--- src/rtl/reg_scoreboard_pkg.sv ---
// Shared register definitions for the issue scoreboard: fixed register indices
// and the per-entry control bundle passed to each in-flight counter.
package reg_scoreboard_pkg;

   localparam int REG_ID_W = 5;
   localparam int ZERO_IDX = 0;
   localparam int RA_IDX   = 31;
   localparam int HILO_IDX = 32;

   typedef struct packed {
      logic inc;
      logic dec;
   } entry_ctl_t;

   // True when an enabled general-register id names entry idx; $zero never matches.
   function automatic logic id_hit(input logic en,
                                   input logic [REG_ID_W-1:0] id,
                                   input int idx);
      return en && (idx != ZERO_IDX) && (idx < HILO_IDX) && (int'(id) == idx);
   endfunction

endpackage

--- src/rtl/reg_scoreboard_sb_counter.sv ---
// Saturating up/down in-flight write counter for one scoreboard entry.
module sb_counter #(
   parameter int CNT_W = 2
) (
   input  logic             clock,
   input  logic             reset,
   input  logic             inc,
   input  logic             dec,
   output logic [CNT_W-1:0] count,
   output logic             zero_dec_err
);

   localparam logic [CNT_W-1:0] CNT_MAX = '1;

   // A paired inc/dec is a net no-op, so only a lone retire on an empty entry is an error.
   assign zero_dec_err = dec & ~inc & (count == '0);

   always_ff @(posedge clock) begin
      if (reset) begin
         count <= '0;
      end else if (inc && !dec && (count != CNT_MAX)) begin
         count <= count + CNT_W'(1);
      end else if (dec && !inc && (count != '0)) begin
         count <= count - CNT_W'(1);
      end
   end

endmodule

--- src/rtl/reg_scoreboard.sv ---
// Decode-stage register scoreboard: tracks in-flight writes per register and hi/lo,
// stalls decode on RAW hazards or full destination counters, flags stray retires.
module reg_scoreboard
   import reg_scoreboard_pkg::*;
#(
   parameter int NUM_REGS = 32,
   parameter int CNT_W    = 2
) (
   input  logic                clock,
   input  logic                reset,
   input  logic [REG_ID_W-1:0] reg_rs_id,
   input  logic [REG_ID_W-1:0] reg_rt_id,
   input  logic                reads_rs,
   input  logic                reads_rt,
   input  logic                reads_hilo,
   input  logic                issue_valid,
   input  logic                issue_reg_write,
   input  logic [REG_ID_W-1:0] issue_write_id,
   input  logic                issue_ra_write,
   input  logic                issue_hilo_write,
   input  logic                control_reg_write,
   input  logic [REG_ID_W-1:0] control_write_id,
   input  logic                ra_write,
   input  logic                HasDivW,
   output logic                stall_D,
   output logic                issue_accept,
   output logic                sb_error
);

   localparam logic [CNT_W-1:0] CNT_MAX = '1;

   logic [HILO_IDX:0] busy_vec;
   logic [HILO_IDX:0] full_vec;
   logic [HILO_IDX:0] dest_vec;
   logic [HILO_IDX:0] err_vec;
   logic              src_hazard;
   logic              dest_full;

   assign busy_vec[ZERO_IDX] = 1'b0;
   assign full_vec[ZERO_IDX] = 1'b0;
   assign dest_vec[ZERO_IDX] = 1'b0;
   assign err_vec[ZERO_IDX]  = 1'b0;

   // A count of 1 retiring this cycle is readable: the register file writes at negedge.
   for (genvar i = 1; i <= HILO_IDX; i++) begin : g_entry
      if ((i < NUM_REGS) || (i == HILO_IDX)) begin : g_tracked
         entry_ctl_t       ctl;
         logic [CNT_W-1:0] count;

         if (i == HILO_IDX) begin : g_hilo
            assign ctl.inc = issue_hilo_write;
            assign ctl.dec = HasDivW;
         end else begin : g_gpr
            assign ctl.inc = id_hit(issue_reg_write, issue_write_id, i)
                           | ((i == RA_IDX) && issue_ra_write);
            assign ctl.dec = id_hit(control_reg_write, control_write_id, i)
                           | ((i == RA_IDX) && ra_write);
         end

         sb_counter #(.CNT_W(CNT_W)) u_counter (
            .clock        (clock),
            .reset        (reset),
            .inc          (issue_accept & ctl.inc),
            .dec          (ctl.dec),
            .count        (count),
            .zero_dec_err (err_vec[i])
         );

         assign busy_vec[i] = (count != '0) && !((count == CNT_W'(1)) && ctl.dec);
         assign full_vec[i] = (count == CNT_MAX) && !ctl.dec;
         assign dest_vec[i] = ctl.inc;
      end else begin : g_untracked
         assign busy_vec[i] = 1'b0;
         assign full_vec[i] = 1'b0;
         assign dest_vec[i] = 1'b0;
         assign err_vec[i]  = 1'b0;
      end
   end

   assign src_hazard = (reads_rs   && busy_vec[{1'b0, reg_rs_id}])
                     | (reads_rt   && busy_vec[{1'b0, reg_rt_id}])
                     | (reads_hilo && busy_vec[HILO_IDX]);
   assign dest_full    = |(dest_vec & full_vec);
   assign stall_D      = issue_valid & (src_hazard | dest_full);
   assign issue_accept = issue_valid & ~stall_D;

   // Sticky until reset so a single stray retire is never lost.
   always_ff @(posedge clock) begin
      if (reset) begin
         sb_error <= 1'b0;
      end else if (|err_vec) begin
         sb_error <= 1'b1;
      end
   end

endmodule

--- config.mk ---
export PLATFORM = sky130hd
export DESIGN_NAME = reg_scoreboard
export DESIGN_NICKNAME = d
export VERILOG_FILES = /design/src/rtl/reg_scoreboard_pkg.sv /design/src/rtl/reg_scoreboard_sb_counter.sv /design/src/rtl/reg_scoreboard.sv
export SDC_FILE = /design/constraint.sdc
export NUM_CORES = 1
export LEC_CHECK = 0
export BUFFER_PORTS_ARGS = -buffer_cell sky130_fd_sc_hd__buf_2
export CAP_MARGIN = 20
export CORE_MARGIN = 5
export CORE_UTILIZATION = 58
export DETAILED_ROUTE_END_ITERATION = 8
export PLACE_DENSITY_LB_ADDON = 0.25
export SYNTH_ARGS = -nofsm -noshare
export SYNTH_HDL_FRONTEND = slang
export SYNTH_SLANG_ARGS = --single-unit
--- constraint.sdc ---
create_clock -name clock -period 2.98 [get_ports clock]
set_input_delay 0.149 -clock clock [delete_from_list [all_inputs] [get_ports clock]]
set_output_delay 0.149 -clock clock [all_outputs]
set_load 0.1 [all_outputs]
==> run summary, run 1 <==
Synth area leaders: dfxtp_1 (18%), ha_1 (17%), inv_1 (5.1%), nor2_1 (4.4%), a21oi_1 (3.5%)
Row cnt: 40
Die X: 122 um
Synth cell types: 83
Post-synthesis sequential area ratio: 18.0%
Worst EP Category: sequential cell input
Die H: 122 um
Area of the mapped netlist: 0.00722 mm2
Post-Syn Area per Cell: 7.71 um2
Total global routing overflow: 1445
Placed cells: 1367
Top cells by count, synth: inv_1 (98), ha_1 (96), nor2_1 (84), dfxtp_1 (65), nand2_1 (57)
CTS H-tree lvls: 3
Dpl ws: -0.565 ns
Input/output buffers: 34
Yosys reg bits: 65
Outcome: aborted with a tool error
Bufs on Longest Clock Path: 2
Error: [ERROR GRT-0232] Routing congestion too high. Check the congestion heatmap in the GUI.
Leading area contributor after synthesis: dfxtp_1
Last stage: global routing
Pin count of the biggest net entering global routing: 36
Dpl hpwl: 23100 um
Hold_buf cts: 0
RePlAce Congestion: 1.12
I/O Pins: 35
Top-area cell type share of the netlist area: 18.0%
Top FF cell, synth: dfxtp_1
Ys async rst share: 0%
Mapped Cells: 937
CTS Sinks: 65
EDFF count, synth: 0
Area after DPL: 0.00953 mm2
Count leader, synth: inv_1
Initial Util: 59.6%
Syn_nets: 1065
Clock root cell: clkbuf_16
Ys Warns: 0
Global Route Usage Sum: 97.9%
GR repair worst EP: g_entry[9].g_tracked.u_counter.count[1]$_SDFFE_PP0P_/D
TritonCTS buffer count: 9
[per-stage QoR]
| step | hold slack [ns] | util (%) |
|---|---|---|
| after floorplan | 0.301 | - |
| after global placement | 0.502 | 78.6 |
| after detailed placement | 0.508 | 78.6 |
| after CTS | 0.209 | 90.3 |
[repair_timing]
action,4_1_cts
gates cloned,2
gates resized for setup,226
pin swaps,52
endpoints found under the setup margin,67
setup buffers,12
[per-layer routing]
layer	track usage, %	overflow
met5	48.6	9
met4	114	339
met3	73.0	17
met2	131	1053
met1	83.3	27
[cell families after synthesis]
logic type	synth area share [%]
and+or+nand+nor	23.9
DFF	18.0
adders and majority gates	16.6
buffers and inverters	8.49
xor gates and xnor gates	3.15
AOI/OAI and AO/OA	25.9
muxes	3.93
==> run 2: changes to the inputs <==
--- a/config.mk
+++ b/config.mk
@@ -8,9 +8,9 @@
 export BUFFER_PORTS_ARGS = -buffer_cell sky130_fd_sc_hd__buf_2
 export CAP_MARGIN = 20
 export CORE_MARGIN = 5
-export CORE_UTILIZATION = 58
+export CORE_UTILIZATION = 40
 export DETAILED_ROUTE_END_ITERATION = 8
-export PLACE_DENSITY_LB_ADDON = 0.25
+export PLACE_DENSITY_LB_ADDON = 0.15
 export SYNTH_ARGS = -nofsm -noshare
 export SYNTH_HDL_FRONTEND = slang
 export SYNTH_SLANG_ARGS = --single-unit
==> constraint.sdc (replaced) <==
create_clock -name clock -period 3.9 [get_ports clock]
set_input_delay 0.195 -clock clock [delete_from_list [all_inputs] [get_ports clock]]
set_output_delay 0.195 -clock clock [all_outputs]
set_load 0.1 [all_outputs]
==> run 2 against run 1 <==
The run now ends clean. Synthesized area unchanged. Synthesized cell count stayed put.
==> run summary, run 2 <==
Outcome: finished clean
Total global routing overflow: 0
Period utilization: 91.4%
Setup crit end kind: register
Setup-failing EPs final: 0
Clk_lat worst skew: 0.34 ns
First-pass detailed-route iteration total: 5
EDFF count, synth: 0
Top delay family on crit path: compound AO/OA/AOI/OAI gates
HP Class: input port to register
RePlAce Congestion: 1.00
DR DRC count: 0
Vias in the first global route: 6983
Dpl ws: 0.169 ns
Startpoint Class: register
Final ANT Viol Nets: 0
Slew HR: 44.2%
Via density: 6.02
Filler Cells Inserted: 1829
Worst-Margin Slew: 0.837 ns
Number of antenna violations at the first check in global routing: 1
CP Buf/Inv Count: 3
Critical Path, Cell by Cell: inv_1 -> ha_1 -> a31oi_1 -> mux4_2 -> and2_1 -> o311ai_2 -> a32o_4 -> nand4_4 -> buf_4 -> buf_4 -> o21ai_1 -> o2111ai_1 -> nor3_1 -> a31oi_1
Top FF cell, synth: dfxtp_1
Critical Path Slowest Stage Cell: mux4_2
Final Hold Vio Count: 0
Crit Path Class: register to register
Hold_buf cts: 0
Leading area contributor after synthesis: dfxtp_1
Power Dens Cells: 240 mW/mm2
Top cells by count, synth: inv_1 (98), ha_1 (96), nor2_1 (84), dfxtp_1 (65), nand2_1 (57)
I/O Pins: 35
Area of the mapped netlist: 0.00722 mm2
Commonest non-fill, non-tap cell in the layout: inv_1
Combinational share of power: 26.0%
Syn_nets: 1065
Dpl hpwl: 20600 um
Fmax: 281 MHz
Area growth from synthesis to layout: 15.3%
Bufs on Longest Clock Path: 2
Final number of max-transition violations: 0
Worst Path Required: 4.12 ns
Gates resized, CTS repair: 0
Share of layout cells above drive strength 1: 15.9%
Global Route Usage Sum: 24.6%
Max reg flops: 64
Post-Syn Area per Cell: 7.71 um2
Full die area: 0.0208 mm2
Row cnt: 49
Pin count of the biggest net entering global routing: 43
Worst path max stage delay: 0.50 ns
Mapped Cells: 937
Clock root cell: clkbuf_16
RSZ-0062 raised after global routing: no
Worst Hold Slack: 0.273 ns
Flop pwr share: 35.2%
Minimum clock period: 3.56 ns
First-pass GRT wire length: 39300 um
Most frequent cells in the layout: inv_1 (98), ha_1 (96), nor2_1 (84)
Die H: 144 um
Nets@finish: 1137
Synth area leaders: dfxtp_1 (18%), ha_1 (17%), inv_1 (5.1%), nor2_1 (4.4%), a21oi_1 (3.5%)
Placed cells: 1227
Biggest regs: g_entry.g_tracked.u_counter.count (64), sb_error (1)
Core box area: 0.0178 mm2
Setup TNS: 0 ns
NetSw: 660 uW
Die X: 144 um
Post-route setup slack: 0.336 ns
Multi-input gate area: 0.00531 mm2
Worst IR drop on VDD: 0.216 mV
Initial Util: 40.5%
Synth cell types: 83
Worst path arrival time: 3.78 ns
Wirelength, routed: 25600 um
Leak Pwr: 3.17 nW
Max-Cap Viols: 0
Clk network pwr share: 38.8%
Postcts setup bufs: 0
Biggest register: g_entry.g_tracked.u_counter.count
Yosys reg bits: 65
Via count: 7483
TritonCTS buffer count: 9
Initial drt markers: 720
Skew final: 0.00706 ns
Peak fanout along the critical path: 6
Count leader, synth: inv_1
CTS Sinks: 65
Input/output buffers: 34
TritonCTS clock tree: yes
Utilization after layout: 46.7%
Ys async rst share: 0%
Switching share of power: 33.1%
CTS H-tree lvls: 3
Pint: 1.33 mW
FF/Latch Area: 0.00130 mm2
Final Non-Filler Cells: 1244
Clock transition at the registers of the reported paths: 0.06 ns
Post-synthesis sequential area ratio: 18.0%
Per-cell routed wire length: 20.6 um
Top-area cell type share of the netlist area: 18.0%
Ys Warns: 0
-- run 2: worst paths after layout --
check	startpoint	to	slack, ns	cells past startpoint
max	g_entry[21].g_tracked.u_counter.count[0]	sb_error	0.34	14
max reg2reg	g_entry[21].g_tracked.u_counter.count[0]	sb_error	0.34	14
min	HasDivW	g_entry[32].g_tracked.u_counter.count[1]	0.27	4
min reg2reg	g_entry[1].g_tracked.u_counter.count[1]	g_entry[1].g_tracked.u_counter.count[1]	0.49	2
-- run 2: final cells by class --
| cell class | count | share of cell area, % |
|---|---|---|
| antenna | 1 | 0.0301 |
| clock buffer | 13 | 3.13 |
| clock inverter | 3 | 0.180 |
| inverter | 99 | 4.46 |
| multi-input combinational | 724 | 63.8 |
| sequential | 65 | 15.6 |
| tap | 229 | 3.44 |
| timing repair buffer | 110 | 9.38 |
-- run 2: worst min-delay path, delay by kind of cell --
kind                   cells  cell delay, ns
AOI/OAI and AO/OA          2            0.15
buffers and inverters      1            0.13
and+or+nand+nor            1            0.09
-- run 2: power groups by stage --
stage	Sequential (mW)	Combinational, mW	Clock (mW)
2_1_floorplan	0.723	0.322	0
3_3_place_gp	0.717	0.508	0
3_5_place_dp	0.717	0.508	0
4_1_cts	0.703	0.510	0.794
5_1_grt	0.706	0.560	0.832
6_report	0.703	0.518	0.773
-- run 2: cells by family (layout without fill, tap and decap cells) --
family                   count (synthesis)  in the layout  share of synthesized area (%)
AND/OR/NAND/NOR                        309            309                           23.9
AO/OA/AOI/OAI                          271            271                           25.9
buffers and inverters                  148            225                           8.49
adder cells (fa/ha/maj)                 96             96                           16.6
flip-flops                              65             65                           18.0
XOR/XNOR                                26             26                           3.15
multiplexers                            22             22                           3.93
other                                    0              1                              0
-- run 2: routing by layer --
layer	vias up	track usage, %	wire length, um
met1	3482	33.5	11300
met4	0	10.5	959
met2	345	38.0	11200
met3	57	4.63	2150
li1	3599	-	-
met5	-	0	0
-- run 2: stage by stage --
stage	cell area [um2]	power [mW]
after floorplan	7220	1.04
after global placement	8050	1.23
after detailed placement	8050	1.22
after CTS	8320	2.01
after global routing	8320	2.10
final	8330	1.99
No activity file was read; power rests on OpenSTA's default activity.
==> run 3: changes to the inputs <==
--- a/config.mk
+++ b/config.mk
@@ -5,6 +5,7 @@
 export SDC_FILE = /design/constraint.sdc
 export NUM_CORES = 1
 export LEC_CHECK = 0
+export ABC_AREA = 1
 export BUFFER_PORTS_ARGS = -buffer_cell sky130_fd_sc_hd__buf_2
 export CAP_MARGIN = 20
 export CORE_MARGIN = 5
@@ -13,4 +14,5 @@
 export PLACE_DENSITY_LB_ADDON = 0.15
 export SYNTH_ARGS = -nofsm -noshare
 export SYNTH_HDL_FRONTEND = slang
+export SYNTH_HIERARCHICAL = 1
 export SYNTH_SLANG_ARGS = --single-unit
==> run 3 against run 2 <==
Combinational power is 50% lower. Sequential power is 4.4% lower. First-iteration DRC count is 2.9% lower. Synthesized cell count is 24% higher. Worst hold slack worse by 0.062 ns. Critical path type is now input port to register.
==> run summary, run 3 <==
Top delay family on crit path: simple AND/OR/NAND/NOR gates
Total global routing overflow: 0
Hold_buf cts: 0
CTS Sinks: 65
Clock root cell: clkbuf_16
Antenna fix cells: 0
RePlAce Congestion: 1.07
First-pass GRT wire length: 34700 um
CP most frequent cell: nor2_1
Ys async rst share: 0%
Setup TNS: 0 ns
Switching share of power: 27.0%
First-pass detailed-route iteration total: 6
Bufs on Longest Clock Path: 2
Area growth from synthesis to layout: 14.0%
RSZ-0062 raised after global routing: no
Syn_nets: 1191
Combinational share of power: 13.7%
EDFF count, synth: 0
Count leader, synth: nand2_1
Ys Warns: 6
Worst IR drop on VDD: 0.208 mV
NetSw: 509 uW
Max-Cap Viols: 0
Final number of max-transition violations: 0
Synth cell types: 27
Fmax: 272 MHz
Die H: 137 um
Top cells by count, synth: nand2_1 (270), nand3_1 (245), inv_1 (180), nor2_1 (145), dfxtp_1 (65)
TritonCTS clock tree: yes
Biggest register: g_entry.g_tracked.u_counter/count
Row cnt: 46
Final Non-Filler Cells: 1432
Clk_lat worst skew: 0.34 ns
Top FF cell, synth: dfxtp_1
Final ANT Viol Nets: 0
Peak fanout along the critical path: 17
Number of antenna violations at the first check in global routing: 0
Share of layout cells above drive strength 1: 16.2%
Top-area cell type share of the netlist area: 20.3%
Leak Pwr: 2.92 nW
Power Dens Cells: 258 mW/mm2
Slew HR: 46.9%
Per-cell routed wire length: 15.2 um
Full die area: 0.0187 mm2
Critical Path, Cell by Cell: buf_2 -> inv_1 -> nand2_1 -> nor2_1 -> nand2_1 -> nand2_1 -> nor3_1 -> nor2_1 -> nand3_1 -> nor2_1 -> nand3_1 -> nor2_2 -> nand4_4 -> buf_4 -> nor2_1 -> inv_2 -> nand3_1 -> nor2_1 -> nor4_2 -> nand4_1 -> nor3_1 -> nor2_1
HP Class: input port to register
Outcome: finished clean
Core box area: 0.0158 mm2
Worst path arrival time: 3.88 ns
Biggest regs: g_entry.g_tracked.u_counter/count (64), sb_error (1)
Post-synthesis sequential area ratio: 20.3%
Most frequent cells in the layout: nand2_1 (270), nand3_1 (245), inv_1 (180)
Synth area leaders: dfxtp_1 (20%), nand3_1 (19%), nand2_1 (16%), inv_1 (11%), a21oi_2 (8.7%)
Flop pwr share: 35.7%
CTS H-tree lvls: 3
Pin count of the biggest net entering global routing: 36
Placed cells: 1416
Dpl hpwl: 17700 um
Period utilization: 94.2%
Setup-failing EPs final: 0
Initial drt markers: 699
DR DRC count: 0
Nets@finish: 1243
Skew final: 0.00656 ns
Area of the mapped netlist: 0.00642 mm2
Global Route Usage Sum: 23.8%
Startpoint Class: input port
Die X: 137 um
Wirelength, routed: 21800 um
Minimum clock period: 3.68 ns
CP Buf/Inv Count: 4
Input/output buffers: 34
Commonest non-fill, non-tap cell in the layout: nand2_1
Clock transition at the registers of the reported paths: 0.06 ns
Initial Util: 40.5%
Setup crit end kind: register
TritonCTS buffer count: 9
Yosys reg bits: 65
Pint: 1.37 mW
Worst path max stage delay: 0.42 ns
Max reg flops: 64
Worst-Margin Slew: 0.796 ns
Tot Pwr: 1.88 mW
Final Hold Vio Count: 0
Via density: 5.16
Vias in the first global route: 6612
Worst Hold Slack: 0.212 ns
Fin area: 0.00731 mm2
Postcts setup bufs: 0
Critical Path Slowest Stage Cell: nor4_2
Leading area contributor after synthesis: dfxtp_1
Crit Path Class: input port to register
Worst Path Required: 4.11 ns
Clk network pwr share: 50.6%
Area after DPL: 0.00696 mm2
Mapped Cells: 1159
I/O Pins: 35
Via count: 7396
Post-Syn Area per Cell: 5.54 um2
## run 3: final timing paths
check,start,depth (start not counted),slack (ns),to
max reg2reg,g_entry[32].g_tracked.u_counter/count[0],17,0.39,sb_error
max,control_write_id[3],22,0.22,sb_error
min reg2reg,g_entry[5].g_tracked.u_counter/count[0],2,0.51,g_entry[5].g_tracked.u_counter/count[1]
min,HasDivW,4,0.21,g_entry[32].g_tracked.u_counter/count[0]
## run 3: metal layers
layer / vias up / share of wire, % / GRT usage [%]
met4: 0 / 4.1 / 9.74
met2: 247 / 42 / 35.8
li1: 3831 / - / -
met1: 3260 / 47 / 33.0
met5: - / 0 / 0
met3: 58 / 6.9 / 5.04
## run 3: worst reg2reg max path, stage by stage (launching register included)
cell and delay [ns]:
dfxtp_1 0.33, nand2_1 0.08, nor2_1 0.04, o21ai_0 0.35
nand4_1 0.16, nor2_1 0.17, nand3_1 0.12, nor2_2 0.19
nand4_4 0.22, buf_4 0.28, nor2_1 0.28, inv_2 0.08
nand3_1 0.11, nor2_1 0.06, nor4_2 0.42, nand4_1 0.26
nor3_1 0.19, nor2_1 0.06
## run 3: cell type report
type / count / area [um2]
fillers: 1753 / 8510
multi-input cells: 863 / 4230
flip-flops and latches: 65 / 1300
inverters: 216 / 811
repair buffers: 56 / 360
well taps: 216 / 270
clock buffers: 10 / 239
clock inverters: 6 / 105
## run 3: cells by family (layout without fill, tap and decap cells)
family                 Yosys count  in the layout  share of synthesized area, %
buffers and inverters          231            288                          14.0
AO/OA/AOI/OAI                  101            101                          11.7
flip-flops                      65             65                          20.3
AND/OR/NAND/NOR                762            762                          54.0
## run 3: repair_timing
action                     CTS  global route
setup endpoints to repair    0             1
hold endpoints to repair     0             0
resized for setup            0             3
## run 3: stage by stage
stage / util (%) / worst slack, ns
4_1_cts: 46.1 / 0.0768
3_3_place_gp: 44.0 / -0.157
3_5_place_dp: 44.0 / -0.284
2_1_floorplan: - / 1.21
5_1_grt: 46.2 / 0.0318
6_report: 46.2 / 0.225
## run 3: power by group through the flow
stage,combinational (mW),clock (mW),sequential (mW)
2_1_floorplan,0.142,0,0.692
3_3_place_gp,0.255,0,0.687
3_5_place_dp,0.253,0,0.686
4_1_cts,0.253,0.975,0.672
5_1_grt,0.278,1.00,0.672
6_report,0.258,0.953,0.672
